## src/rtl/instr_fetch_unit.sv

```systemverilog
// Instruction fetch stage with IF/ID pipeline register.
// Keeps the PC, has at most one request outstanding to instruction memory, and
// captures each returned word together with its PC. A word that arrives while
// decode is stalled is parked in a one-entry skid buffer. A branch redirect
// flushes IF/ID and drops any word still in flight.
module instr_fetch_unit #(
  parameter logic [31:0] RESET_PC  = 32'h0000_0000,
  parameter logic [31:0] NOP_INSTR = 32'h0000_0013
) (
  input  logic        clk,
  input  logic        rst,
  output logic        imem_req,
  output logic [31:0] imem_addr,
  input  logic        imem_rvalid,
  input  logic [31:0] imem_rdata,
  input  logic        stall,
  input  logic        pc_src,
  input  logic [31:0] pc_target,
  output logic        if_valid,
  output logic [31:0] if_instr,
  output logic [31:0] if_pc,
  output logic [31:0] if_pc_plus4,
  output logic [6:0]  op,
  output logic [2:0]  funct3,
  output logic [6:0]  funct7,
  output logic [4:0]  rd,
  output logic [4:0]  rs1,
  output logic [4:0]  rs2
);

  // FETCH: issue a request; WAIT: response pending; HOLD: skid buffer full
  typedef enum logic [1:0] {
    FETCH = 2'd0,
    WAIT  = 2'd1,
    HOLD  = 2'd2
  } state_t;

  state_t      state_reg, state_next;
  logic [31:0] pc_reg, pc_next;
  logic        discard_reg, discard_next;
  logic [31:0] skid_instr_reg, skid_instr_next;
  logic [31:0] skid_pc_reg, skid_pc_next;
  logic        if_valid_reg, if_valid_next;
  logic [31:0] if_instr_reg, if_instr_next;
  logic [31:0] if_pc_reg, if_pc_next;
  logic [31:0] if_pc_plus4_reg, if_pc_plus4_next;

  // Word offered to IF/ID this cycle (from memory or from the skid buffer)
  logic        load_en;
  logic [31:0] load_instr;
  logic [31:0] load_pc;
  logic        req_raw;

  logic [31:0] target_aligned;
  logic [31:0] pc_plus4;

  // Redirect targets are always word aligned; the PC increment wraps naturally
  assign target_aligned = pc_target & ~32'h0000_0003;
  assign pc_plus4       = pc_reg + 32'd4;

  // State, PC, skid buffer and IF/ID register update
  always_ff @(posedge clk or posedge rst) begin
    if (rst) begin
      state_reg       <= FETCH;
      pc_reg          <= RESET_PC;
      discard_reg     <= 1'b0;
      skid_instr_reg  <= NOP_INSTR;
      skid_pc_reg     <= 32'd0;
      if_valid_reg    <= 1'b0;
      if_instr_reg    <= NOP_INSTR;
      if_pc_reg       <= 32'd0;
      if_pc_plus4_reg <= 32'd0;
    end else begin
      state_reg       <= state_next;
      pc_reg          <= pc_next;
      discard_reg     <= discard_next;
      skid_instr_reg  <= skid_instr_next;
      skid_pc_reg     <= skid_pc_next;
      if_valid_reg    <= if_valid_next;
      if_instr_reg    <= if_instr_next;
      if_pc_reg       <= if_pc_next;
      if_pc_plus4_reg <= if_pc_plus4_next;
    end
  end

  // Fetch sequencing: next state, PC, discard flag, skid buffer, request
  always_comb begin
    state_next      = state_reg;
    pc_next         = pc_reg;
    discard_next    = discard_reg;
    skid_instr_next = skid_instr_reg;
    skid_pc_next    = skid_pc_reg;
    req_raw         = 1'b0;
    load_en         = 1'b0;
    load_instr      = imem_rdata;
    load_pc         = pc_reg;

    case (state_reg)
      FETCH: begin
        // A redirect this cycle suppresses the request to the stale PC
        req_raw = !pc_src;
        if (pc_src) begin
          pc_next = target_aligned;
        end else begin
          state_next = WAIT;
        end
      end

      WAIT: begin
        if (pc_src) begin
          pc_next = target_aligned;
          if (imem_rvalid) begin
            // Word for the old path arrives with the redirect: drop it now
            discard_next = 1'b0;
            state_next   = FETCH;
          end else begin
            // Word still in flight: remember to drop it when it lands
            discard_next = 1'b1;
          end
        end else if (imem_rvalid) begin
          if (discard_reg) begin
            discard_next = 1'b0;
            state_next   = FETCH;
          end else if (!stall) begin
            load_en    = 1'b1;
            load_instr = imem_rdata;
            load_pc    = pc_reg;
            pc_next    = pc_plus4;
            state_next = FETCH;
          end else begin
            skid_instr_next = imem_rdata;
            skid_pc_next    = pc_reg;
            pc_next         = pc_plus4;
            state_next      = HOLD;
          end
        end
      end

      HOLD: begin
        if (pc_src) begin
          // Parked word belongs to the abandoned path
          pc_next    = target_aligned;
          state_next = FETCH;
        end else if (!stall) begin
          load_en    = 1'b1;
          load_instr = skid_instr_reg;
          load_pc    = skid_pc_reg;
          state_next = FETCH;
        end
      end

      default: begin
        state_next = FETCH;
      end
    endcase
  end

  // IF/ID next value: flush on redirect, freeze on stall, else load or bubble
  always_comb begin
    if_valid_next    = if_valid_reg;
    if_instr_next    = if_instr_reg;
    if_pc_next       = if_pc_reg;
    if_pc_plus4_next = if_pc_plus4_reg;

    if (pc_src) begin
      if_valid_next = 1'b0;
      if_instr_next = NOP_INSTR;
    end else if (!stall) begin
      if (load_en) begin
        if_valid_next    = 1'b1;
        if_instr_next    = load_instr;
        if_pc_next       = load_pc;
        if_pc_plus4_next = load_pc + 32'd4;
      end else begin
        if_valid_next = 1'b0;
        if_instr_next = NOP_INSTR;
      end
    end
  end

  // Request is held low for as long as reset is asserted
  assign imem_req    = req_raw & ~rst;
  assign imem_addr   = pc_reg;

  assign if_valid    = if_valid_reg;
  assign if_instr    = if_instr_reg;
  assign if_pc       = if_pc_reg;
  assign if_pc_plus4 = if_pc_plus4_reg;

  // Decoder fields are plain slices of the IF/ID instruction
  assign op     = if_instr_reg[6:0];
  assign rd     = if_instr_reg[11:7];
  assign funct3 = if_instr_reg[14:12];
  assign rs1    = if_instr_reg[19:15];
  assign rs2    = if_instr_reg[24:20];
  assign funct7 = if_instr_reg[31:25];

endmodule

```

## config.mk

```make
export PLATFORM = sky130hd
export DESIGN_NAME = instr_fetch_unit
export DESIGN_NICKNAME = d
export VERILOG_FILES = /design/src/rtl/instr_fetch_unit.sv
export SDC_FILE = /design/constraint.sdc
export NUM_CORES = 1
export LEC_CHECK = 0
export ABC_AREA = 1
export BUFFER_PORTS_ARGS = -buffer_cell sky130_fd_sc_hd__buf_2
export CAP_MARGIN = 20
export CORE_AREA = 2 2 125 175
export CTS_BUF_LIST = sky130_fd_sc_hd__clkbuf_16
export CTS_CLUSTER_SIZE = 16
export DETAILED_ROUTE_END_ITERATION = 12
export DIE_AREA = 0 0 127 177
export PLACE_DENSITY = 0.74
export SLEW_MARGIN = 40
export SYNTH_ARGS = -nofsm -noshare
export SYNTH_HDL_FRONTEND = slang
export SYNTH_SLANG_ARGS = --single-unit
export TNS_END_PERCENT = 5
```

## constraint.sdc

```tcl
create_clock -name clk -period 8.3 [get_ports clk]
set_input_delay 1.66 -clock clk [delete_from_list [all_inputs] [get_ports clk]]
set_output_delay 1.66 -clock clk [all_outputs]
set_load 0.05 [all_outputs]
```

## Word-level counts from Yosys, hierarchy flattened

Index checks and enable logic that the tools add are counted.

- Register bits: 196
- Bits of input ports: 69
- Output and inout bits: 162
- Logic and storage cells: 70

- Add/sub/neg operators: 2
- Equal/unequal tests: 9
- Mux-type cells: 34
- Bitwise gates (word level): 5
- Reductions and logical operators: 11

Operators by type and width:

| operator | count |
|---|---|
| 32-bit two-way mux | 11 |
| 32-bit by 3-bit adder with 32-bit output (second input constant) | 2 |
| 32-bit one-hot mux with 2 select lines | 1 |
| 2-bit two-way mux | 8 |
| 1-bit two-way mux | 12 |
| 3-bit != test (second input constant) | 3 |
| 4-bit AND reduction | 2 |
| 2-bit one-hot mux with 3 select lines | 1 |
| 3-bit AND reduction | 2 |
| 5-bit AND reduction | 1 |
| 2-bit by 1-bit != test with 1-bit output (second input constant) | 2 |
| 2-bit != test (second input constant) | 2 |
| 1-bit inverter | 4 |
| 2-bit nonzero test | 2 |
| 2-bit by 1-bit equality test with 1-bit output (second input constant) | 1 |
| 2-bit equality test (second input constant) | 1 |
| 2-bit logical NOT | 1 |
| 1-bit one-hot mux with 2 select lines | 1 |
| 2-bit AND reduction | 1 |
| 2-bit OR reduction | 1 |
| 1-bit bitwise AND | 1 |
| 1-bit logical NOT | 1 |

## Depth between registers and ports, before layout

Gate-level depths: netlist of the first run.

- Depth in word-level cells: 8
- Mapped depth: 16
- Depth with buffers taken out: 15

## Worst setup path after synthesis of the first run

Ideal clock, no wire load.

- Path kind: input port to output port
- Start point: in pc_src
- End point: out imem_req
- Data arrival time: 2757 ps
- Required time: 6640 ps
- Slack: 3883 ps
- Cell stages on the path: 1
- Buffers on the path: 0
- Cell sequence: nor3_1

- Longest elaborated chain between the ends: 3

Ends and longest elaborated chain:

| element | RTL line | RTL |
|---|---|---|
| start: declaration | 17 | `input logic pc_src,` |
| 1-bit logical NOT | 101 | `req_raw = !pc_src;` |
| 1-bit two-way mux | 98 | `case (state_reg)` |
| 1-bit bitwise AND | 182 | `assign imem_req = req_raw & ~rst;` |
| end: declaration | 12 | `output logic imem_req,` |

No other way between the ends.

## Final worst setup path of the first run

- Start point: in pc_src
- End point: reg if_pc_plus4_reg[30] (netlist: if_pc_plus4[30])

- Longest elaborated chain between the ends: 3
- Elaborated cells on any way between the ends: 8
- Classes of those cells: 1 x add/sub; 5 x mux; 1 x bitwise; 1 x reduce/logical

Ends and longest elaborated chain:

| element | RTL line | RTL |
|---|---|---|
| 32-bit two-way mux | 140 | `if (pc_src) begin` |
| 32-bit two-way mux | -- |  |
| named net load_pc[2] | 51 | `logic [31:0] load_pc;` |
| 32-bit by 3-bit adder with 32-bit output | 173 | `if_pc_plus4_next = load_pc + 32'd4;` |
| end signal: assignment | 82 | `if_pc_plus4_reg <= if_pc_plus4_next;` |
| end: declaration | 46 | `logic [31:0] if_pc_plus4_reg, if_pc_plus4_next;` |

The timed path passes the listed nets, and every way through them passes these cells.
A chain may end at the register's enable or synchronous reset.

==> results_dict.tcl, run 1 <==
set metrics [dict create \
    status "complete, no violations" \
    firstDrtPassIters 5 \
    synth_top_family_by_area "simple AND/OR/NAND/NOR gates" \
    skew_ns 0.0147 \
    relSlewSlack_pct 40.9 \
    cp.required_ns 8.61 \
    num-fill-cells 1989 \
    cp-end-kind "register" \
    post_cts_buffers 0 \
    crit_path_start_kind "primary input" \
    die_w_um 127 \
    dr_total_vias 9772 \
    finalSetupTns_ns 0 \
    fin_crit_sh_pct 50.7 \
    final_layout_size_suffix_gt1_share_pct 19.1 \
    hold_viol 0 \
    seqCellArea_mm2 0.00481 \
    cp_max_fo 36 \
    die_h_um 177 \
    clk_latency_ns 0.44 \
    hold_path.class "register to register" \
    syn_inst 1385 \
    syn2layout_area_growth_pct 15.2 \
    via_per_inst 5.41 \
    cts_resized 0 \
    globalRouteOverflowTotal 0 \
    muxShareOfSynthArea_pct 0 \
    h-tree-depth 4 \
    dp_cells 1773 \
    slew_viol_final 0 \
    final_antenna_net_count 0 \
    crit_top_cell "nand2_1" \
    boundaryPins 231 \
    synthXorXnorAreaFrac_pct 0.595 \
    ys_ff_latch 192 \
    max-cap-violations 0 \
    ys_seq_area_share_pct 46.7 \
    yosysWarnings 0 \
    worst_pin_slew_ns 0.879 \
    drt_wl_total_um 28400 \
    multi_input_area_mm2 0.00450 \
    dp_hpwl_um 20000 \
    synth_top_area_share_pct 45.2 \
    row_count 63 \
    hold_path_depth 2 \
    grt_pass1_wl_um 45600 \
    core_mm2 0.0210 \
    finalSetupViolations 0 \
    yosys.area_share.adder_pct 0.607 \
    grt_antenna_before_repair 0 \
    finish.net_count 1607 \
    worstPathCellList "buf_2 -> inv_2 -> nand2_4 -> nand2_1 -> o21ai_1 -> inv_1 -> ha_1 -> nand2_1 -> nor2_1 -> nand2_1 -> nor2_4 -> nand3_1 -> nand2_1 -> nand3_1" \
    cts_buffers 17 \
    grt.total_usage_pct 25.5 \
    reg2reg_depth 15 \
    path_class "primary input to register" \
    power_w 0.00460 \
    detail_route.wl_per_cell_um 15.7 \
    diodes 0 \
    instances_no_fill 1806 \
    cpPeakStageDelay_ns 0.52 \
    routabilityCongestion 0.953 \
    port_buffers 226 \
    die_area_mm2 0.0225 \
    synth_cell_type_count 37 \
    p_leak_nw 6.13 \
    clk_pin_slew_ns 0.07 \
    slowest_stage "inv_2" \
    synth_compound_area_share_pct 13.3 \
    cts_tree "built" \
    syn_area_mm2 0.0103 \
    critPathArrivalTime_ns 4.52 \
    grt_max_degree 118 \
    drc 0 \
    synthSimpleGateAreaFrac_pct 28.9 \
    synth_top_area_cell "dfrtp_1" \
    holdWs_ns 0.482 \
    drt_iter0_drc 646 \
    ir_drop_mv 0.221 \
    syn_area_per_cell_um2 7.44 \
    grt_pass1_vias 9108 \
    synth_edf_count 0 \
    max_freq_mhz 238 \
    cts_buffer_depth 2 \
    utilization_pct 56.6 \
    cts_hold_buf 0 \
    power_density_mw_per_mm2 387 \
    cts.sinks 192 \
    ys_async_sr_fraction_pct 100 \
    synth_area_leaders "dfrtp_1 45%, nand2_1 15%, nor2_1 6.4%" \
    root_buffer "clkbuf_16" \
    start_util_pct 49.2 \
    rsz0062_at_grt "no" \
    ys.flop_type "dfrtp_1" \
    finalCriticalPeriod_ns 4.21 \
]
==> worst paths after layout <==
| path | from | slack, ns | end |
|---|---|---|---|
| worst max-delay path | pc_src | 4.09 | if_pc_plus4[30]$_DFFE_PP0P_ |
| worst min-delay path | if_pc_plus4[16]$_DFFE_PP0P_ | 0.48 | if_pc_plus4[16]$_DFFE_PP0P_ |
| worst max register to register | state_reg[0]$_DFFE_PP0P_ | 4.82 | if_pc_plus4[30]$_DFFE_PP0P_ |
| worst min register to register | if_pc_plus4[16]$_DFFE_PP0P_ | 0.48 | if_pc_plus4[16]$_DFFE_PP0P_ |
| max in group asynchronous | rst | 5.85 | imem_addr[30]$_DFFE_PP0P_ |
| min in group asynchronous | rst | 1.32 | if_instr[10]$_DFFE_PP0P_ |
==> cell families after synthesis <==
kind of cell / count (synthesis)
other: 1
XOR/XNOR: 7
flip-flops: 192
adder cells (fa/ha/maj): 5
buffers and inverters: 225
AO/OA/AOI/OAI: 228
AND/OR/NAND/NOR: 727
==> per-layer routing <==
metal / vias up / part of all wire, % / track usage, %
met2: 377 / 49 / 42.9
met5: - / 0 / 0
li1: 4773 / - / -
met1: 4576 / 43 / 32.9
met3: 46 / 5.4 / 3.87
met4: 0 / 3.0 / 10.8
==> final cells by class <==
class                           count  area share, %
Clock buffer                       17           3.58
Inverter                          118           3.84
Timing Repair Buffer              235           10.2
Clock inverter                     15           1.15
Sequential cell                   192           40.5
Tap cell                          260           2.74
Multi-Input combinational cell    969           37.9
==> synthesized netlist by cell type, types with 7 or more instances <==
library cell,n
nand3_1,98
nand4_1,16
a32o_1,28
clkbuf_1,49
inv_1,113
nand2_1,406
buf_2,17
nor3_1,12
a31oi_1,32
o22ai_1,12
xor2_1,7
nor2_1,177
o21ai_0,115
buf_4,38
a21oi_1,19
o21ai_1,7
dfrtp_1,186
==> placed cells by master (no fill, tap or decap), types with 11 or more instances in the layout <==
cell type and instances:
a21oi_1 19, a31oi_1 32, a32o_1 28, buf_2 226, clkbuf_16 17, dfrtp_1 186, inv_1 111, nand2_1 404
nand3_1 98, nand4_1 16, nor2_1 177, nor3_1 11, o21ai_0 115, o22ai_1 12
==> per-stage QoR <==
stage / instance area, um2 / setup WS [ns]
detailed placement: 11300 / 3.67
global placement: 11300 / 3.61
finish: 11900 / 4.09
CTS: 11800 / 4.13
floorplan: 10300 / 1.42
global route: 11900 / 3.87
==> where the power goes <==
group	total, W	leakage [nW]	internal [W]	switching, W
registers	0.00161	2.40	0.00130	0.000305
logic	0.00219	3.46	0.000540	0.00165
clock network	0.000800	0.273	0.000418	0.000382
==> worst max-delay path, delay by kind of cell <==
kind / cells / cell delay [ns]
AND/OR/NAND/NOR: 9 / 1.63
buffers and inverters: 3 / 0.82
adder cells (fa/ha/maj): 1 / 0.19
AO/OA/AOI/OAI: 1 / 0.17
(Power assumes the default switching activity.)
==> run 2: changes to the inputs <==
==> constraint.sdc (replaced) <==
create_clock -name clk -period 4 [get_ports clk]
set_input_delay 0.8 -clock clk [delete_from_list [all_inputs] [get_ports clk]]
set_output_delay 0.8 -clock clk [all_outputs]
set_load 0.05 [all_outputs]
==> run 2 against run 1 <==
  * Worst hold slack lost 0.084 ns
  * Worst setup slack got worse by 2.9 ns
  * Via count grew 0.56%
  * Cell count increased by 0.55%
  * Die area is the same
  * First-iteration DRC count rose by 21%
  * Cell area rose by 0.61%
  * Total power is 110% higher
  * Routed wire length rose by 0.54%
  * Clock-buffer cell count is the same
==> results_dict.tcl, run 2 (synthesized netlist as in run 1, its figures left out) <==
set metrics [dict create \
    status "complete, no violations" \
    die_area_mm2 0.0225 \
    path_class "primary input to register" \
    detail_route.wl_per_cell_um 15.7 \
    clk_pin_slew_ns 0.07 \
    hold_viol 0 \
    p_leak_nw 6.17 \
    p_int_w 0.00464 \
    holdWs_ns 0.397 \
    final_antenna_net_count 0 \
    finalSetupTns_ns 0 \
    h-tree-depth 4 \
    cp-end-kind "register" \
    start_util_pct 49.2 \
    switching_power_w 0.00482 \
    grt_pass1_vias 9253 \
    grt_max_degree 82 \
    via_per_inst 5.41 \
    diodes 0 \
    globalRouteOverflowTotal 0 \
    dp_cells 1784 \
    crit_path_start_kind "primary input" \
    cts_buffers 17 \
    ir_drop_mv 0.461 \
    die_w_um 127 \
    p_clk_share_pct 16.5 \
    fin_crit_sh_pct 70.4 \
    relSlewSlack_pct 43.3 \
    power_density_mw_per_mm2 791 \
    rsz0062_at_grt "no" \
    cts_tree "built" \
    grt.total_usage_pct 25.7 \
    boundaryPins 231 \
    port_buffers 226 \
    drc 0 \
    cts_resized 0 \
    final_layout_size_suffix_gt1_share_pct 19.3 \
    max_freq_mhz 355 \
    routabilityCongestion 0.973 \
    drt_wl_total_um 28500 \
    finish.net_count 1617 \
    finalCriticalPeriod_ns 2.82 \
    root_buffer "clkbuf_16" \
    cp.required_ns 4.32 \
    instances_no_fill 1816 \
    grt_antenna_before_repair 0 \
    cts.sinks 192 \
    cp_max_fo 44 \
    num-fill-cells 1978 \
    slew_viol_final 0 \
    worst_pin_slew_ns 0.842 \
    finalSetupViolations 0 \
    grt_pass1_wl_um 46300 \
    die_h_um 177 \
    cts_buffer_depth 2 \
    dr_total_vias 9827 \
    p_comb_share_pct 48.2 \
    final_cell_mix "405 x nand2_1, 226 x buf_2, 186 x dfrtp_1, 177 x nor2_1, 115 x o21ai_0" \
    critPathArrivalTime_ns 3.13 \
    skew_ns 0.0123 \
    dp_hpwl_um 20500 \
    syn2layout_area_growth_pct 15.9 \
    netSwitchingFraction_pct 51.0 \
    hold_path.class "primary input to asynchronous set/reset pin" \
    drt_iter0_drc 779 \
    post_cts_buffers 0 \
    max-cap-violations 0 \
    clk_latency_ns 0.44 \
    core_mm2 0.0210 \
    cts_hold_buf 0 \
    firstDrtPassIters 6 \
    row_count 63 \
    seqPwrFrac_pct 35.3 \
    layout_commonest_cell "nand2_1" \
]
==> run 2: cell count changes in the layout (fill, tap and decap cells not counted), sizes merged <==
| cell | previous run | this run |
|---|---|---|
| clkinvlp | 3 | 4 |
| inv | 123 | 118 |
| bufinv | 1 | 0 |
| buf | 235 | 245 |
| clkinv | 6 | 11 |
==> run 2: worst paths after layout <==
kind,from,depth (start not counted),to,slack [ns]
max in group asynchronous,rst,4,imem_addr[12]$_DFFE_PP0P_,2.72
hold / removal,rst,2,if_instr[11]$_DFFE_PP0P_,0.40
min in group clk,if_pc[13]$_DFFE_PP0P_,2,if_pc[13]$_DFFE_PP0P_,0.48
setup / recovery,stall,13,if_pc_plus4[27]$_DFFE_PP0P_,1.18
setup reg to reg,state_reg[0]$_DFFE_PP0P_,14,if_pc_plus4[27]$_DFFE_PP0P_,1.20
hold reg to reg,if_pc[13]$_DFFE_PP0P_,2,if_pc[13]$_DFFE_PP0P_,0.48
==> run 2: routing by layer <==
metal | routed length (um) | global-route usage, %
met5 | 0 | 0
met4 | 867 | 10.1
met3 | 1760 | 4.20
met2 | 14000 | 44.0
met1 | 11900 | 32.7
==> run 2: cell type report <==
| type | instances | area [um2] | share of cell area [%] |
|---|---|---|---|
| sequential | 192 | 4810 | 40.3 |
| clock inverter | 15 | 98.8 | 0.827 |
| inverter | 118 | 447 | 3.74 |
| timing repair buffer | 245 | 1340 | 11.2 |
| tap | 260 | 325 | 2.72 |
| clock buffer | 17 | 425 | 3.56 |
| multi-input combinational | 969 | 4500 | 37.7 |
==> run 2: power groups by stage <==
stage | clock [W] | combinational, W | sequential, W
after floorplan | 0 | 0.00201 | 0.00473
after global placement | 0 | 0.00447 | 0.00333
after detailed placement | 0 | 0.00454 | 0.00336
after CTS | 0.00159 | 0.00457 | 0.00332
after global routing | 0.00167 | 0.00500 | 0.00343
final | 0.00156 | 0.00456 | 0.00333
==> run 2: through the flow <==
stage | total power [W] | area [um2] | util (%) | worst slack, ns
floorplan | 0.00673 | 10300 | - | 0.728
global placement | 0.00779 | 11400 | 54.3 | 0.715
detailed placement | 0.00790 | 11400 | 54.4 | 0.712
CTS | 0.00948 | 11900 | 56.9 | 1.17
global route | 0.0101 | 11900 | 57.0 | 0.941
finish | 0.00945 | 11900 | 57.0 | 1.18
==> run 2: worst max-delay path, stage by stage <==
cell,delay (ns)
buf_2,0.38
buf_4,0.53
nand2_1,0.13
nand2_1,0.09
nand2_1,0.05
nand2_1,0.15
nand2_1,0.13
nor2_2,0.27
nand2_1,0.11
nor2_1,0.27
nand2_1,0.09
nand2_1,0.07
nand3_1,0.06
